**src/rtl/p1v_clk_pkg.sv**
```systemverilog
`default_nettype none
// ============================================================================
//  Package : p1v_clk_pkg
//  Purpose : Shared definitions for the clock-switch sequencer: field
//            positions inside the CLK register / cfg word, CLKSEL source
//            encodings, the sequencer state type and a small max helper.
//  Ports   : (none - package)
//  Rev     : 1.0  initial release
// ============================================================================
package p1v_clk_pkg;

  // Widths of the CLK write word and of the cfg word sent to the generator
  localparam int WR_W  = 8;
  localparam int CFG_W = 7;

  // Bit positions (shared by wr_data[6:0] and cfg[6:0])
  localparam int WR_RESET      = 7;
  localparam int CFG_PLLENA    = 6;
  localparam int CFG_OSCENA    = 5;
  localparam int CFG_OSCM_HI   = 4;
  localparam int CFG_OSCM_LO   = 3;
  localparam int CFG_CLKSEL_HI = 2;
  localparam int CFG_CLKSEL_LO = 0;

  // CLKSEL source encodings
  localparam logic [2:0] CLKSEL_RCFAST = 3'd0;
  localparam logic [2:0] CLKSEL_RCSLOW = 3'd1;
  localparam logic [2:0] CLKSEL_XINPUT = 3'd2;
  localparam logic [2:0] CLKSEL_PLL1X  = 3'd3;
  localparam logic [2:0] CLKSEL_PLL2X  = 3'd4;
  localparam logic [2:0] CLKSEL_PLL4X  = 3'd5;
  localparam logic [2:0] CLKSEL_PLL8X  = 3'd6;
  localparam logic [2:0] CLKSEL_PLL16X = 3'd7;

  typedef enum logic [2:0] {
    IDLE    = 3'd0,
    ENABLE  = 3'd1,
    SETTLE  = 3'd2,
    SWITCH  = 3'd3,
    HOLD    = 3'd4,
    DISABLE = 3'd5,
    ACK     = 3'd6
  } seq_state_t;

  // Largest of three values; sizes the shared settle/hold counter
  function automatic int unsigned max3(input int unsigned a,
                                       input int unsigned b,
                                       input int unsigned c);
    int unsigned m;
    m = a;
    if (b > m) m = b;
    if (c > m) m = c;
    return m;
  endfunction

endpackage : p1v_clk_pkg
`default_nettype wire

```
**src/rtl/clock_switch_sequencer_if.sv**
```systemverilog
`default_nettype none
// ============================================================================
//  Interface : clock_switch_sequencer_if
//  Purpose   : CLK-register write handshake plus the sequencer's status and
//              cfg outputs.
//  Signals   : wr_req    - write request, held with wr_data until wr_ack
//              wr_data   - [7]=RESET [6]=PLLENA [5]=OSCENA [4:3]=OSCM [2:0]=CLKSEL
//              wr_ack    - one-cycle pulse, write fully applied
//              cfg       - config word to the clock generator
//              busy      - sequencer not idle
//              reset_req - one-cycle chip-reset request
//  Modports  : master (hub side), slave (sequencer side)
//  Rev       : 1.0  initial release
// ============================================================================
interface clock_switch_sequencer_if;
  import p1v_clk_pkg::*;

  logic             wr_req;
  logic [WR_W-1:0]  wr_data;
  logic             wr_ack;
  logic [CFG_W-1:0] cfg;
  logic             busy;
  logic             reset_req;

  modport master (
    output wr_req, wr_data,
    input  wr_ack, cfg, busy, reset_req
  );

  modport slave (
    input  wr_req, wr_data,
    output wr_ack, cfg, busy, reset_req
  );

endinterface : clock_switch_sequencer_if
`default_nettype wire

```
**src/rtl/clock_settle_timer.sv**
```systemverilog
`default_nettype none
// ============================================================================
//  Module  : clock_settle_timer
//  Purpose : Loadable down-counter shared by the settle and hold waits.
//            A load of N makes done_o rise after N enabled decrements;
//            the count saturates at zero and never wraps.
//  Ports   : clock      - free-running clock
//            nres       - asynchronous active-low reset
//            load_i     - load load_val_i (has priority over en_i)
//            load_val_i - value to load
//            en_i       - decrement when non-zero
//            done_o     - count is zero
//  Rev     : 1.0  initial release
// ============================================================================
module clock_settle_timer #(
  parameter int WIDTH = 8
) (
  input  logic             clock,
  input  logic             nres,
  input  logic             load_i,
  input  logic [WIDTH-1:0] load_val_i,
  input  logic             en_i,
  output logic             done_o
);

  logic [WIDTH-1:0] count_q;
  logic [WIDTH-1:0] count_d;

  always_comb begin
    count_d = count_q;
    if (load_i) begin
      count_d = load_val_i;
    end else if (en_i && (count_q != '0)) begin
      count_d = count_q - WIDTH'(1);
    end
  end

  always_ff @(posedge clock or negedge nres) begin
    if (!nres) begin
      count_q <= '0;
    end else begin
      count_q <= count_d;
    end
  end

  assign done_o = (count_q == '0);

endmodule : clock_settle_timer
`default_nettype wire

```
**src/rtl/clock_switch_sequencer.sv**
```systemverilog
`default_nettype none
// ============================================================================
//  Module  : clock_switch_sequencer
//  Purpose : Applies a CLK-register write to the clock generator cfg word in
//            a safe order: enable the oscillator/PLL first, wait for them to
//            settle, switch CLKSEL, hold, then drop enables no longer needed.
//  Ports   : clock - 160MHz free-running clock
//            nres  - asynchronous active-low reset
//            bus   - write handshake, cfg, busy and reset_req (slave modport)
//  Rev     : 1.0  initial release
// ============================================================================
module clock_switch_sequencer
  import p1v_clk_pkg::*;
#(
  parameter int unsigned      OSC_SETTLE  = 1_600_000,
  parameter int unsigned      PLL_SETTLE  = 16_000,
  parameter int unsigned      SWITCH_HOLD = 8,
  parameter logic [CFG_W-1:0] RESET_CFG   = 7'h00
) (
  input  logic                     clock,
  input  logic                     nres,
  clock_switch_sequencer_if.slave  bus
);

  localparam int unsigned CNT_MAX = max3(OSC_SETTLE, PLL_SETTLE, SWITCH_HOLD);
  localparam int          CNT_W   = $clog2(CNT_MAX + 1);

  localparam logic [CNT_W-1:0] OSC_CNT       = CNT_W'(OSC_SETTLE);
  localparam logic [CNT_W-1:0] PLL_CNT       = CNT_W'(PLL_SETTLE);
  localparam logic [CNT_W-1:0] HOLD_CNT_LOAD = CNT_W'(SWITCH_HOLD - 1);

  seq_state_t       state_q, state_d;
  logic [WR_W-1:0]  tgt_q, tgt_d;
  logic [CFG_W-1:0] cfg_q, cfg_d;
  logic             ack_q, ack_d;
  logic             rst_req_q, rst_req_d;
  logic             busy_q, busy_d;

  logic             osc_need_w;
  logic             pll_need_w;
  logic [CNT_W-1:0] wait_w;

  logic             tmr_load_w;
  logic [CNT_W-1:0] tmr_val_w;
  logic             tmr_en_w;
  logic             tmr_done_w;

  // Settle requirement is judged against what the generator currently has
  // (cfg_q) versus what the write asks for (tgt_q). An OSCM change only
  // matters when the oscillator will be running afterwards.
  always_comb begin
    osc_need_w = tgt_q[CFG_OSCENA] &&
                 (!cfg_q[CFG_OSCENA] ||
                  (cfg_q[CFG_OSCM_HI:CFG_OSCM_LO] != tgt_q[CFG_OSCM_HI:CFG_OSCM_LO]));
    pll_need_w = tgt_q[CFG_PLLENA] && !cfg_q[CFG_PLLENA];
    wait_w     = '0;
    if (osc_need_w) wait_w = OSC_CNT;
    if (pll_need_w && (PLL_CNT > wait_w)) wait_w = PLL_CNT;
  end

  always_comb begin
    state_d    = state_q;
    tgt_d      = tgt_q;
    cfg_d      = cfg_q;
    ack_d      = 1'b0;
    rst_req_d  = 1'b0;
    tmr_load_w = 1'b0;
    tmr_val_w  = '0;
    tmr_en_w   = 1'b0;

    case (state_q)
      IDLE: begin
        if (bus.wr_req) begin
          tgt_d   = bus.wr_data;
          state_d = ENABLE;
        end
      end

      ENABLE: begin
        // Only ever turn sources on here; CLKSEL still points at the old one.
        cfg_d[CFG_PLLENA] = cfg_q[CFG_PLLENA] | tgt_q[CFG_PLLENA];
        cfg_d[CFG_OSCENA] = cfg_q[CFG_OSCENA] | tgt_q[CFG_OSCENA];
        cfg_d[CFG_OSCM_HI:CFG_OSCM_LO] = tgt_q[CFG_OSCM_HI:CFG_OSCM_LO];
        if (wait_w != '0) begin
          // Loaded with wait-1 so the SETTLE dwell is exactly wait cycles
          tmr_load_w = 1'b1;
          tmr_val_w  = wait_w - CNT_W'(1);
          state_d    = SETTLE;
        end else begin
          state_d = SWITCH;
        end
      end

      SETTLE: begin
        if (tmr_done_w) begin
          state_d = SWITCH;
        end else begin
          tmr_en_w = 1'b1;
        end
      end

      SWITCH: begin
        cfg_d[CFG_CLKSEL_HI:CFG_CLKSEL_LO] = tgt_q[CFG_CLKSEL_HI:CFG_CLKSEL_LO];
        if (tgt_q[CFG_CLKSEL_HI:CFG_CLKSEL_LO] != cfg_q[CFG_CLKSEL_HI:CFG_CLKSEL_LO]) begin
          tmr_load_w = 1'b1;
          tmr_val_w  = HOLD_CNT_LOAD;
          state_d    = HOLD;
        end else begin
          state_d = DISABLE;
        end
      end

      HOLD: begin
        if (tmr_done_w) begin
          state_d = DISABLE;
        end else begin
          tmr_en_w = 1'b1;
        end
      end

      DISABLE: begin
        cfg_d = tgt_q[CFG_W-1:0];
        // Registered outputs: set here so they are high during ACK
        ack_d     = 1'b1;
        rst_req_d = tgt_q[WR_RESET];
        state_d   = ACK;
      end

      ACK: begin
        state_d = IDLE;
      end

      default: begin
        state_d = IDLE;
      end
    endcase

    busy_d = (state_d != IDLE);
  end

  always_ff @(posedge clock or negedge nres) begin
    if (!nres) begin
      state_q   <= IDLE;
      tgt_q     <= '0;
      cfg_q     <= RESET_CFG;
      ack_q     <= 1'b0;
      rst_req_q <= 1'b0;
      busy_q    <= 1'b0;
    end else begin
      state_q   <= state_d;
      tgt_q     <= tgt_d;
      cfg_q     <= cfg_d;
      ack_q     <= ack_d;
      rst_req_q <= rst_req_d;
      busy_q    <= busy_d;
    end
  end

  clock_settle_timer #(
    .WIDTH (CNT_W)
  ) u_timer (
    .clock      (clock),
    .nres       (nres),
    .load_i     (tmr_load_w),
    .load_val_i (tmr_val_w),
    .en_i       (tmr_en_w),
    .done_o     (tmr_done_w)
  );

  assign bus.cfg       = cfg_q;
  assign bus.wr_ack    = ack_q;
  assign bus.reset_req = rst_req_q;
  assign bus.busy      = busy_q;

endmodule : clock_switch_sequencer
`default_nettype wire

```
**src/flat_wrapper.sv**
```systemverilog
// flat-port wrapper written by rule: the top's interface ports become plain ports
module clock_switch_sequencer_flat import p1v_clk_pkg::*;
#(
  parameter int unsigned      OSC_SETTLE  = 1_600_000,
  parameter int unsigned      PLL_SETTLE  = 16_000,
  parameter int unsigned      SWITCH_HOLD = 8,
  parameter logic [CFG_W-1:0] RESET_CFG   = 7'h00
)
  (clock, nres, bus_wr_req, bus_wr_data, bus_wr_ack, bus_cfg, bus_busy, bus_reset_req);
  clock_switch_sequencer_if bus_i ();
  input  logic clock;
  input  logic nres;
  input wire logic [$bits(bus_i.wr_req)-1:0] bus_wr_req;
  input wire logic [$bits(bus_i.wr_data)-1:0] bus_wr_data;
  output wire logic [$bits(bus_i.wr_ack)-1:0] bus_wr_ack;
  output wire logic [$bits(bus_i.cfg)-1:0] bus_cfg;
  output wire logic [$bits(bus_i.busy)-1:0] bus_busy;
  output wire logic [$bits(bus_i.reset_req)-1:0] bus_reset_req;
  assign bus_i.wr_req = bus_wr_req;
  assign bus_i.wr_data = bus_wr_data;
  assign bus_wr_ack = bus_i.wr_ack;
  assign bus_cfg = bus_i.cfg;
  assign bus_busy = bus_i.busy;
  assign bus_reset_req = bus_i.reset_req;
  clock_switch_sequencer #(.OSC_SETTLE(OSC_SETTLE), .PLL_SETTLE(PLL_SETTLE), .SWITCH_HOLD(SWITCH_HOLD), .RESET_CFG(RESET_CFG)) u_core (.clock(clock), .nres(nres), .bus(bus_i));
endmodule
```
**config.mk**
```make
export PLATFORM = sky130hd
export DESIGN_NAME = clock_switch_sequencer_flat
export DESIGN_NICKNAME = d
export VERILOG_FILES = /design/src/rtl/p1v_clk_pkg.sv /design/src/rtl/clock_switch_sequencer_if.sv /design/src/rtl/clock_settle_timer.sv /design/src/rtl/clock_switch_sequencer.sv /design/src/flat_wrapper.sv
export SDC_FILE = /design/constraint.sdc
export NUM_CORES = 1
export LEC_CHECK = 0
export CORE_AREA = 2 2 76 78
export DETAILED_ROUTE_END_ITERATION = 6
export DIE_AREA = 0 0 78 80
export SYNTH_ARGS = -nofsm -noshare
export SYNTH_HDL_FRONTEND = slang
export SYNTH_SLANG_ARGS = --single-unit
```
**constraint.sdc**
```tcl
create_clock -name clock -period 2.2 [get_ports clock]
set_input_delay 0.44 -clock clock [delete_from_list [all_inputs] [get_ports clock]]
set_output_delay 0.44 -clock clock [all_outputs]
set_load 0.005 [all_outputs]
```
==> results of run 1 <==
## power by group
group | internal, uW | switching [uW]
registers | 1110 | 339
logic | 854 | 867
clock network | 339 | 280
total | 2300 | 1480
## state kept, by name, summed over array words and instances (netlist names)
name / cells
u_core.bus.busy: 1
u_core.bus.cfg: 7
u_core.bus.reset_req: 1
u_core.bus.wr_ack: 1
u_core.state_q: 3
u_core.tgt_q: 8
u_core.u_timer.count_q: 21
## logic make-up after synthesis
logic type / count (synthesis) / share of synthesized area
AND/OR/NAND/NOR: 60 / 0.178
AO/OA/AOI/OAI: 54 / 0.172
adder cells (fa/ha/maj): 1 / 0.00563
flip-flops: 42 / 0.473
buffers and inverters: 17 / 0.0377
multiplexers: 13 / 0.0659
XOR/XNOR: 17 / 0.0670
## layout make-up
class	instances	area, sq um	area share
inverters	8	30.0	0.0112
multi-input cells	145	1090	0.406
clock inverters	2	37.5	0.0140
flip-flops and latches	42	1050	0.393
clock buffers	6	72.6	0.0271
well taps	72	90.1	0.0337
repair buffers	35	308	0.115
## routing by layer
metal  up-vias  track usage  part of all wire
met3         7       0.0339             0.026
met5         -            0                 0
met1       782        0.213              0.50
met4         0       0.0474             0.010
met2        21        0.278              0.47
li1        822            -                 -
## stage by stage
stage               utilization  hold WS, ns  setup slack, ns
floorplan                     -        0.144            0.268
global placement          0.475        0.483            0.235
detailed placement        0.475        0.490            0.190
CTS                       0.495        0.222            0.177
global route              0.495        0.241           0.0218
finish                    0.495        0.199            0.178
## critical path: stages, from the launching register on
cell,delay (ns)
dfrtp_1,0.44
inv_1,0.06
ha_1,0.22
nor3b_2,0.17
nand3_2,0.08
o21a_1,0.54
a41oi_1,0.18
o22a_1,0.23
## placed cells by master, fill, tap and decap left out, types with 3 or more instances in the layout
cell,Yosys,final
nor4_1,3,3
nand2b_1,3,3
o22a_1,8,8
nand2_1,7,7
mux2_2,13,13
clkdlybuf4s50_1,0,19
nor2_1,16,16
o2111ai_1,4,4
buf_4,0,15
xor2_1,15,15
a21oi_1,5,5
clkbuf_8,0,5
inv_1,8,8
and3_1,4,4
nor3_1,4,4
o211ai_1,4,4
a31oi_1,4,4
o21ai_0,10,10
dfrtp_1,42,42
## how the worst max path moves through the flow
stage | end | depth (start not counted) | slack (ns)
2_1_floorplan | u_core.u_timer.count_q[1] | 8 | 0.27
4_1_cts | u_core.u_timer.count_q[14] | 7 | 0.18
3_5_place_dp | u_core.u_timer.count_q[14] | 7 | 0.19
5_1_grt | u_core.u_timer.count_q[14] | 7 | 0.02
3_3_place_gp | u_core.u_timer.count_q[9] | 7 | 0.23
6_report | u_core.u_timer.count_q[14] | 7 | 0.18
==> qor.txt, run 1 <==
status: finished, final reports clean
Tcrit/Tclk final: 0.919
Worst Skew: 0.00798 ns
syn_nets: 216
Min Clock Period, post-route: 2.02 ns
largest cells by area after synthesis: dfrtp_1 (47%), mux2_2 (6.6%), xor2_1 (5.9%)
# H-tree levels: 2
proportion of layout cells with a drive suffix above 1: 0.197
final setup fails: 0
dominant synthesized flop cell: dfrtp_1
VDD IR max: 0.619 mV
startpoint class of the critical path: flip-flop
Skew-Pair Late Insertion Delay: 0.30 ns
final instance area: 2680 sq um
Slew Limit Fails: 0
Synth cell types: 51
vias in the first global route: 1,661
Cells after DPL: 302
Placer Congestion: 0.764
Achievable Freq: 494 MHz
worst slew pin tran: 0.627 ns
I/O pin count: 21
Die X: 78 microns
DR iter-0 viols: 88
Post-Syn Area: 2220 sq um
Fillers: 518
CP startpoint: u_core.u_timer.count_q[0]
total grt overflow: 0
Setup CP Type: reg2reg
Final ANT Viol Nets: 0
Reg clk slew, reported paths: 0.08 ns
Sink Count: 42
setup tns final: 0 ns
Worst slew margin: 0.582
Post-CTS Hold Buffers: 0
drt wl/cell: 14.8 microns
DRT Pass-1 Iters: 4
nets@finish: 249
initial antenna violation count: 0
critical path required time: 2.39 ns
crit end category: flip-flop
Synth top area share: 0.473
Post-synth top cells: dfrtp_1 (42), nor2_1 (16), xor2_1 (15)
global-route wire length before repair: 7970 microns
vias per cell: 5.26
Residual DRC: 0
EDFF count, synth: 0
total design power: 3780 uW
Placed Area: 2560 sq um
Post-CTS Resized: 0
initial core utilization: 0.411
Inserted Clock Buffers: 5
R2R depth: 7
area leader, netlist: dfrtp_1
Worst Path Arrival: 2.21 ns
clock root cell: clkbuf_8
synthesized instance count: 204
Hold WC Path Type: in2async
ant diodes: 0
Syn Area/Cell: 10.9 sq um
asr flop ratio synth: 1.00
TritonCTS clock tree: done
WL final: 4570 microns
core area: 5410 sq um
PwrDens: 1410 nW/um^2
row count: 27
Total GRT Usage: 0.164
largest net degree at the start of global routing: 43
Fin. Hold Viols: 0
Critical R2R Capture: u_core.u_timer.count_q[14]
max_cap viols: 0
most numerous cell in the Yosys netlist: dfrtp_1
Synth Warn #: 0
Max FO, Critical Path: 19
DR vias: 1,632
Critical R2R Launch: u_core.u_timer.count_q[0]
area delta synth->final: 20.5%
RSZ-0062 raised after global routing: no
I/O Buffers: 20
Finished Layout Cells: 310
setup bufs post-CTS: 0
placed wire-length estimate: 3220 microns
worst reg2reg setup slack: 0.18 ns
register area share after synthesis: 0.473
#FFs+latches synth: 42
Leak: 0.00114 uW
die area: 6240 sq um
Die H: 80 microns
Bufs on Longest Clock Path: 2
Power figures use the tool's default switching activity.
==> inputs of run 2 (changes only) <==
--- a/config.mk
+++ b/config.mk
@@ -8,6 +8,7 @@
 export CORE_AREA = 2 2 76 78
 export DETAILED_ROUTE_END_ITERATION = 6
 export DIE_AREA = 0 0 78 80
+export PLACE_DENSITY = 0.66
 export SYNTH_ARGS = -nofsm -noshare
 export SYNTH_HDL_FRONTEND = slang
 export SYNTH_SLANG_ARGS = --single-unit
==> constraint.sdc (replaced) <==
create_clock -name clock -period 2.1 [get_ports clock]
set_input_delay 0.42 -clock clock [delete_from_list [all_inputs] [get_ports clock]]
set_output_delay 0.42 -clock clock [all_outputs]
set_load 0.005 [all_outputs]
==> run 2 against run 1 <==
  * Critical endpoint is now u_core.u_timer.count_q[19]
  * Final area rose by 0.89%
  * Highest routed layer unchanged
  * Core utilization rose by 0.44 points
  * Worst hold slack got worse by 0.13 ns
  * Wire length rose by 1.8%
  * Clock-buffer cell count did not move
  * Critical path type unchanged
  * Global-route usage rose by 0.25 points
  * Non-clock buffer count rose by 3
  * Critical path depth fell by 2
  * Final cell count rose by 0.97%
==> qor.txt, run 2 (synthesis gave the netlist of run 1 again) <==
largest net degree at the start of global routing: 20 (was 43)
WL final: 4660 microns (was 4570 microns)
Total GRT Usage: 0.167 (was 0.164)
proportion of layout cells with a drive suffix above 1: 0.212 (was 0.197)
dpl ws: 0.0962 ns (was 0.190 ns)
die area: 6240 sq um (unchanged)
Post-CTS Hold Buffers: 0 (unchanged)
Sink Count: 42 (unchanged)
Bufs on Longest Clock Path: 2 (unchanged)
DR iter-0 viols: 88 (unchanged)
RSZ-0062 raised after global routing: no (unchanged)
nets@finish: 252 (was 249)
I/O pin count: 21 (unchanged)
most frequent cells in the layout: dfrtp_1 (42), clkdlybuf4s50_1 (19), buf_4 (18), nor2_1 (16), xor2_1 (15) (was dfrtp_1 (42), clkdlybuf4s50_1 (19), nor2_1 (16), xor2_1 (15), buf_4 (15))
startpoint class of the critical path: flip-flop (unchanged)
Setup CP Type: reg2reg (unchanged)
Worst path slowest cell: or4_1 (was o21a_1)
Die H: 80 microns (unchanged)
final hold slack: 0.0699 ns (was 0.199 ns)
critical path required time: 2.29 ns (was 2.39 ns)
max_cap viols: 0 (unchanged)
Post-CTS Resized: 0 (unchanged)
Largest Register: u_core.u_timer.count_q (unchanged)
number of buffers and inverters on the critical path: 0 (was 1)
DRT Pass-1 Iters: 4 (unchanged)
Finished Layout Cells: 313 (was 310)
crit end category: flip-flop (unchanged)
ant diodes: 0 (unchanged)
FF+latch area: 1050 sq um (unchanged)
crit path setup slack, layout: 0.117 ns (was 0.178 ns)
area delta synth->final: 21.5% (was 20.5%)
Reg clk slew, reported paths: 0.08 ns (about the same)
Worst Path Arrival: 2.18 ns (was 2.21 ns)
Inserted Clock Buffers: 5 (unchanged)
core area: 5410 sq um (unchanged)
VDD IR max: 0.899 mV (was 0.619 mV)
Worst slew margin: 0.671 (was 0.582)
Max FO, Critical Path: 6 (was 19)
Slew Limit Fails: 0 (unchanged)
Skew-Pair Late Insertion Delay: 0.30 ns (about the same)
initial antenna violation count: 0 (unchanged)
I/O Buffers: 20 (unchanged)
placed wire-length estimate: 3400 microns (was 3220 microns)
Residual DRC: 0 (unchanged)
Hold WC Path Type: in2async (unchanged)
PwrDens: 1490 nW/um^2 (was 1410 nW/um^2)
Worst Skew: 0.00523 ns (was 0.00798 ns)
Leak: 0.00116 uW (was 0.00114 uW)
vias in the first global route: 1,743 (was 1,661)
Min Clock Period, post-route: 1.98 ns (was 2.02 ns)
Final ANT Viol Nets: 0 (unchanged)
Tcrit/Tclk final: 0.944 (was 0.919)
Largest register FFs: 21 (unchanged)
family with the most delay on the worst path: simple AND/OR/NAND/NOR gates (was compound AO/OA/AOI/OAI gates)
Achievable Freq: 504 MHz (was 494 MHz)
setup bufs post-CTS: 0 (unchanged)
Fillers: 528 (was 518)
total grt overflow: 0 (unchanged)
DR vias: 1,700 (was 1,632)
worst slew pin tran: 0.493 ns (was 0.627 ns)
commonest non-fill, non-tap cell in the layout: dfrtp_1 (unchanged)
final setup fails: 0 (unchanged)
critical path cell sequence: or4_1, nor4_4, and3_1, a31oi_1, o22a_1 (was inv_1, ha_1, nor3b_2, nand3_2, o21a_1, a41oi_1, o22a_1)
Cells after DPL: 305 (was 302)
Fin. Hold Viols: 0 (unchanged)
area occupied by multi-input gates: 1090 sq um (about the same)
row count: 27 (unchanged)
Worst path max stage delay: 0.57 ns (was 0.54 ns)
drt wl/cell: 14.9 microns (was 14.8 microns)
TritonCTS clock tree: done (unchanged)
status: finished, final reports clean (unchanged)
initial core utilization: 0.411 (unchanged)
setup tns final: 0 ns (unchanged)
global-route wire length before repair: 8180 microns (was 7970 microns)
vias per cell: 5.43 (was 5.26)
# H-tree levels: 2 (unchanged)
Die X: 78 microns (unchanged)
clock root cell: clkbuf_8 (unchanged)
Placer Congestion: 0.776 (was 0.764)
[run 2: final timing paths]
check | from | endpoint | slack [ns] | cells after the start
setup / recovery | u_core.u_timer.count_q[9] | u_core.u_timer.count_q[19] | 0.12 | 5
hold / removal | nres | u_core.u_timer.count_q[18] | 0.07 | 1
setup reg to reg | u_core.u_timer.count_q[9] | u_core.u_timer.count_q[19] | 0.12 | 5
hold reg to reg | u_core.tgt_q[7] | u_core.tgt_q[7] | 0.51 | 1
max in group asynchronous | nres | u_core.tgt_q[5] | 1.43 | 2
min in group clock | u_core.tgt_q[7] | u_core.tgt_q[7] | 0.51 | 1
[run 2: power by group]
part	switching, uW	total, uW	internal [uW]
combinational	934	1860	931
sequential	351	1510	1160
clock	290	645	355
total	1580	4020	2440
[run 2: per-stage QoR]
step,total power [uW],area (sq um),util
after floorplan,2760,2220,-
after CTS,4050,2700,0.499
after global placement,3320,2590,0.479
after global routing,4350,2700,0.499
final,4020,2700,0.499
after detailed placement,3400,2590,0.479
[run 2: final cells by class]
cell class                      instances  area share
Sequential cell                        42       0.389
Clock inverter                          2      0.0139
Clock buffer                            6      0.0269
Multi-Input combinational cell        145       0.403
Tap cell                               72      0.0334
Inverter                                8      0.0111
Timing Repair Buffer                   38       0.122
[run 2: per-layer routing]
| layer | GRT usage | vias up | wire length [microns] |
|---|---|---|---|
| li1 | - | 831 | - |
| met1 | 0.216 | 836 | 2200 |
| met2 | 0.275 | 28 | 2270 |
| met3 | 0.0362 | 5 | 130 |
| met4 | 0.0632 | 0 | 58 |
| met5 | 0 | - | 0 |
[run 2: worst register-to-register path, stage by stage (launching register included)]
cell,delay [ns]
dfrtp_1,0.43
or4_1,0.57
nor4_4,0.36
and3_1,0.22
a31oi_1,0.09
o22a_1,0.20
==> inputs of run 3 (changes only) <==
--- a/config.mk
+++ b/config.mk
@@ -8,6 +8,8 @@
 export CORE_AREA = 2 2 76 78
 export DETAILED_ROUTE_END_ITERATION = 6
 export DIE_AREA = 0 0 78 80
+export GPL_ROUTABILITY_DRIVEN = 0
+export GPL_TIMING_DRIVEN = 0
 export PLACE_DENSITY = 0.66
 export SYNTH_ARGS = -nofsm -noshare
 export SYNTH_HDL_FRONTEND = slang
==> run 3 against run 2 <==
  * Clock power down 17%
  * Clock-buffer cell count up 1
  * Clock skew down 0.0028 ns
  * Worst setup slack worse by 0.0070 ns
  * Worst hold slack better by 0.034 ns
  * Critical path depth unchanged
  * Core utilization up 0.30 points
  * Die area unchanged
  * Maximum frequency down 0.35%
  * Flip-flop and latch count unchanged
  * Combinational power up 3%
  * Critical endpoint unchanged
  * Largest cell class unchanged
==> qor.txt, run 3 (synthesis gave the netlist of run 1 again) <==
status: finished, final reports clean (unchanged)
drt wl/cell: 14.6 microns (was 14.9 microns)
max_cap viols: 0 (unchanged)
Min Clock Period, post-route: 1.99 ns (was 1.98 ns)
DR vias: 1,671 (was 1,700)
critical path required time: 2.28 ns (was 2.29 ns)
Worst slew margin: 0.554 (was 0.671)
Inserted Clock Buffers: 5 (unchanged)
largest net degree at the start of global routing: 23 (was 20)
vias per cell: 5.39 (was 5.43)
final core occ: 0.502 (was 0.499)
Max FO, Critical Path: 6 (unchanged)
Die X: 78 microns (unchanged)
row count: 27 (unchanged)
nets@finish: 249 (was 252)
Fin. Hold Viols: 0 (unchanged)
VDD IR max: 0.740 mV (was 0.899 mV)
startpoint class of the critical path: flip-flop (unchanged)
global-route wire length before repair: 7490 microns (was 8180 microns)
Setup CP Type: reg2reg (unchanged)
clock root cell: clkbuf_8 (unchanged)
area delta synth->final: 22.3% (was 21.5%)
PwrDens: 1450 nW/um^2 (was 1490 nW/um^2)
most frequent cells in the layout: dfrtp_1 (42), clkdlybuf4s50_1 (19), nor2_1 (15), xor2_1 (15), mux2_2 (13) (was dfrtp_1 (42), clkdlybuf4s50_1 (19), buf_4 (18), nor2_1 (16), xor2_1 (15))
CP startpoint: u_core.u_timer.count_q[9] (unchanged)
die area: 6240 sq um (unchanged)
DRT Pass-1 Iters: 4 (unchanged)
worst slew pin tran: 0.666 ns (was 0.493 ns)
core area: 5410 sq um (unchanged)
initial antenna violation count: 0 (unchanged)
Skew-Pair Late Insertion Delay: 0.29 ns (was 0.30 ns)
Hold WC Path Type: in2async (unchanged)
Critical R2R Launch: u_core.u_timer.count_q[9] (unchanged)
Slew Limit Fails: 0 (unchanged)
total grt overflow: 0 (unchanged)
Worst Skew: 0.00244 ns (was 0.00523 ns)
I/O Buffers: 20 (unchanged)
Reg clk slew, reported paths: 0.08 ns (about the same)
Die H: 80 microns (unchanged)
DR iter-0 viols: 49 (was 88)
crit end category: flip-flop (unchanged)
ant diodes: 0 (unchanged)
dpl ws: -0.253 ns (was 0.0962 ns)
crit path setup slack, layout: 0.110 ns (was 0.117 ns)
Worst Path Arrival: 2.17 ns (was 2.18 ns)
Largest register FFs: 21 (unchanged)
WL final: 4520 microns (was 4660 microns)
Leak: 0.00116 uW (about the same)
TritonCTS clock tree: done (unchanged)
Largest Register: u_core.u_timer.count_q (unchanged)
Final ANT Viol Nets: 0 (unchanged)
proportion of layout cells with a drive suffix above 1: 0.197 (was 0.212)
Achievable Freq: 503 MHz (was 504 MHz)
I/O pin count: 21 (unchanged)
vias in the first global route: 1,646 (was 1,743)
Tcrit/Tclk final: 0.948 (was 0.944)
Total GRT Usage: 0.152 (was 0.167)
# H-tree levels: 2 (unchanged)
initial core utilization: 0.411 (unchanged)
Residual DRC: 0 (unchanged)
Bufs on Longest Clock Path: 2 (unchanged)
final setup fails: 0 (unchanged)
Sink Count: 42 (unchanged)
placed wire-length estimate: 3150 microns (was 3400 microns)
commonest non-fill, non-tap cell in the layout: dfrtp_1 (unchanged)
-- run 3: final timing paths --
kind                       slack [ns]                         end  cells after the start
max                              0.11  u_core.u_timer.count_q[19]                      5
min                              0.10  u_core.u_timer.count_q[15]                      1
max reg2reg                      0.11  u_core.u_timer.count_q[19]                      5
min reg2reg                      0.51             u_core.tgt_q[7]                      1
max in group asynchronous        1.51             u_core.tgt_q[1]                      2
min in group clock               0.51             u_core.tgt_q[7]                      1
-- run 3: timing repair --
action                                  CTS  global route
endpoints found under the setup margin    8            18
setup buffers                             0             6
gates resized for setup                   2             8
hold buffers                              0             0
pin swaps                                 0             1
-- run 3: power breakdown --
group | leakage [uW] | total [uW] | internal [uW] | switching [uW]
logic | 0.000599 | 1910 | 939 | 973
clock network | 0.0000482 | 533 | 265 | 267
registers | 0.000516 | 1500 | 1160 | 342
total | 0.00116 | 3940 | 2360 | 1580
-- run 3: metrics by stage --
| stage | std cells | instance area [sq um] | hold slack, ns | total power, uW | TNS, ns |
|---|---|---|---|---|---|
| floorplan | 204 | 2220 | 0.124 | 2760 | 0 |
| global placement | 296 | 2510 | 0.482 | 3250 | -24.47 |
| detailed placement | 297 | 2530 | 0.436 | 3290 | -2.26 |
| CTS | 305 | 2640 | 0.114 | 3870 | 0 |
| global route | 310 | 2720 | 0.134 | 4240 | -0.0224 |
| finish | 310 | 2720 | 0.104 | 3940 | 0 |
-- run 3: critical path, stage by stage, from the launching register on --
cell and delay (ns):
dfrtp_1 0.44, or4_1 0.57, nor4_4 0.37, and3_1 0.22, a31oi_1 0.08, o22a_1 0.19
-- run 3: layout make-up --
type,count,area (sq um)
Fill cell,525,2690
Buffer,8,52.6
Inverter,8,30.0
Sequential cell,42,1050
Tap cell,72,90.1
Clock buffer,7,86.3
Multi-Input combinational cell,145,1130
Timing Repair Buffer,27,268
Clock inverter,1,5.00
-- run 3: layer usage --
metal | GRT usage | up-vias | routed length [microns]
met1 | 0.201 | 823 | 2190
met4 | 0.0421 | 0 | 50
li1 | - | 820 | -
met5 | 0 | - | 0
met3 | 0.0328 | 6 | 128
met2 | 0.254 | 22 | 2150
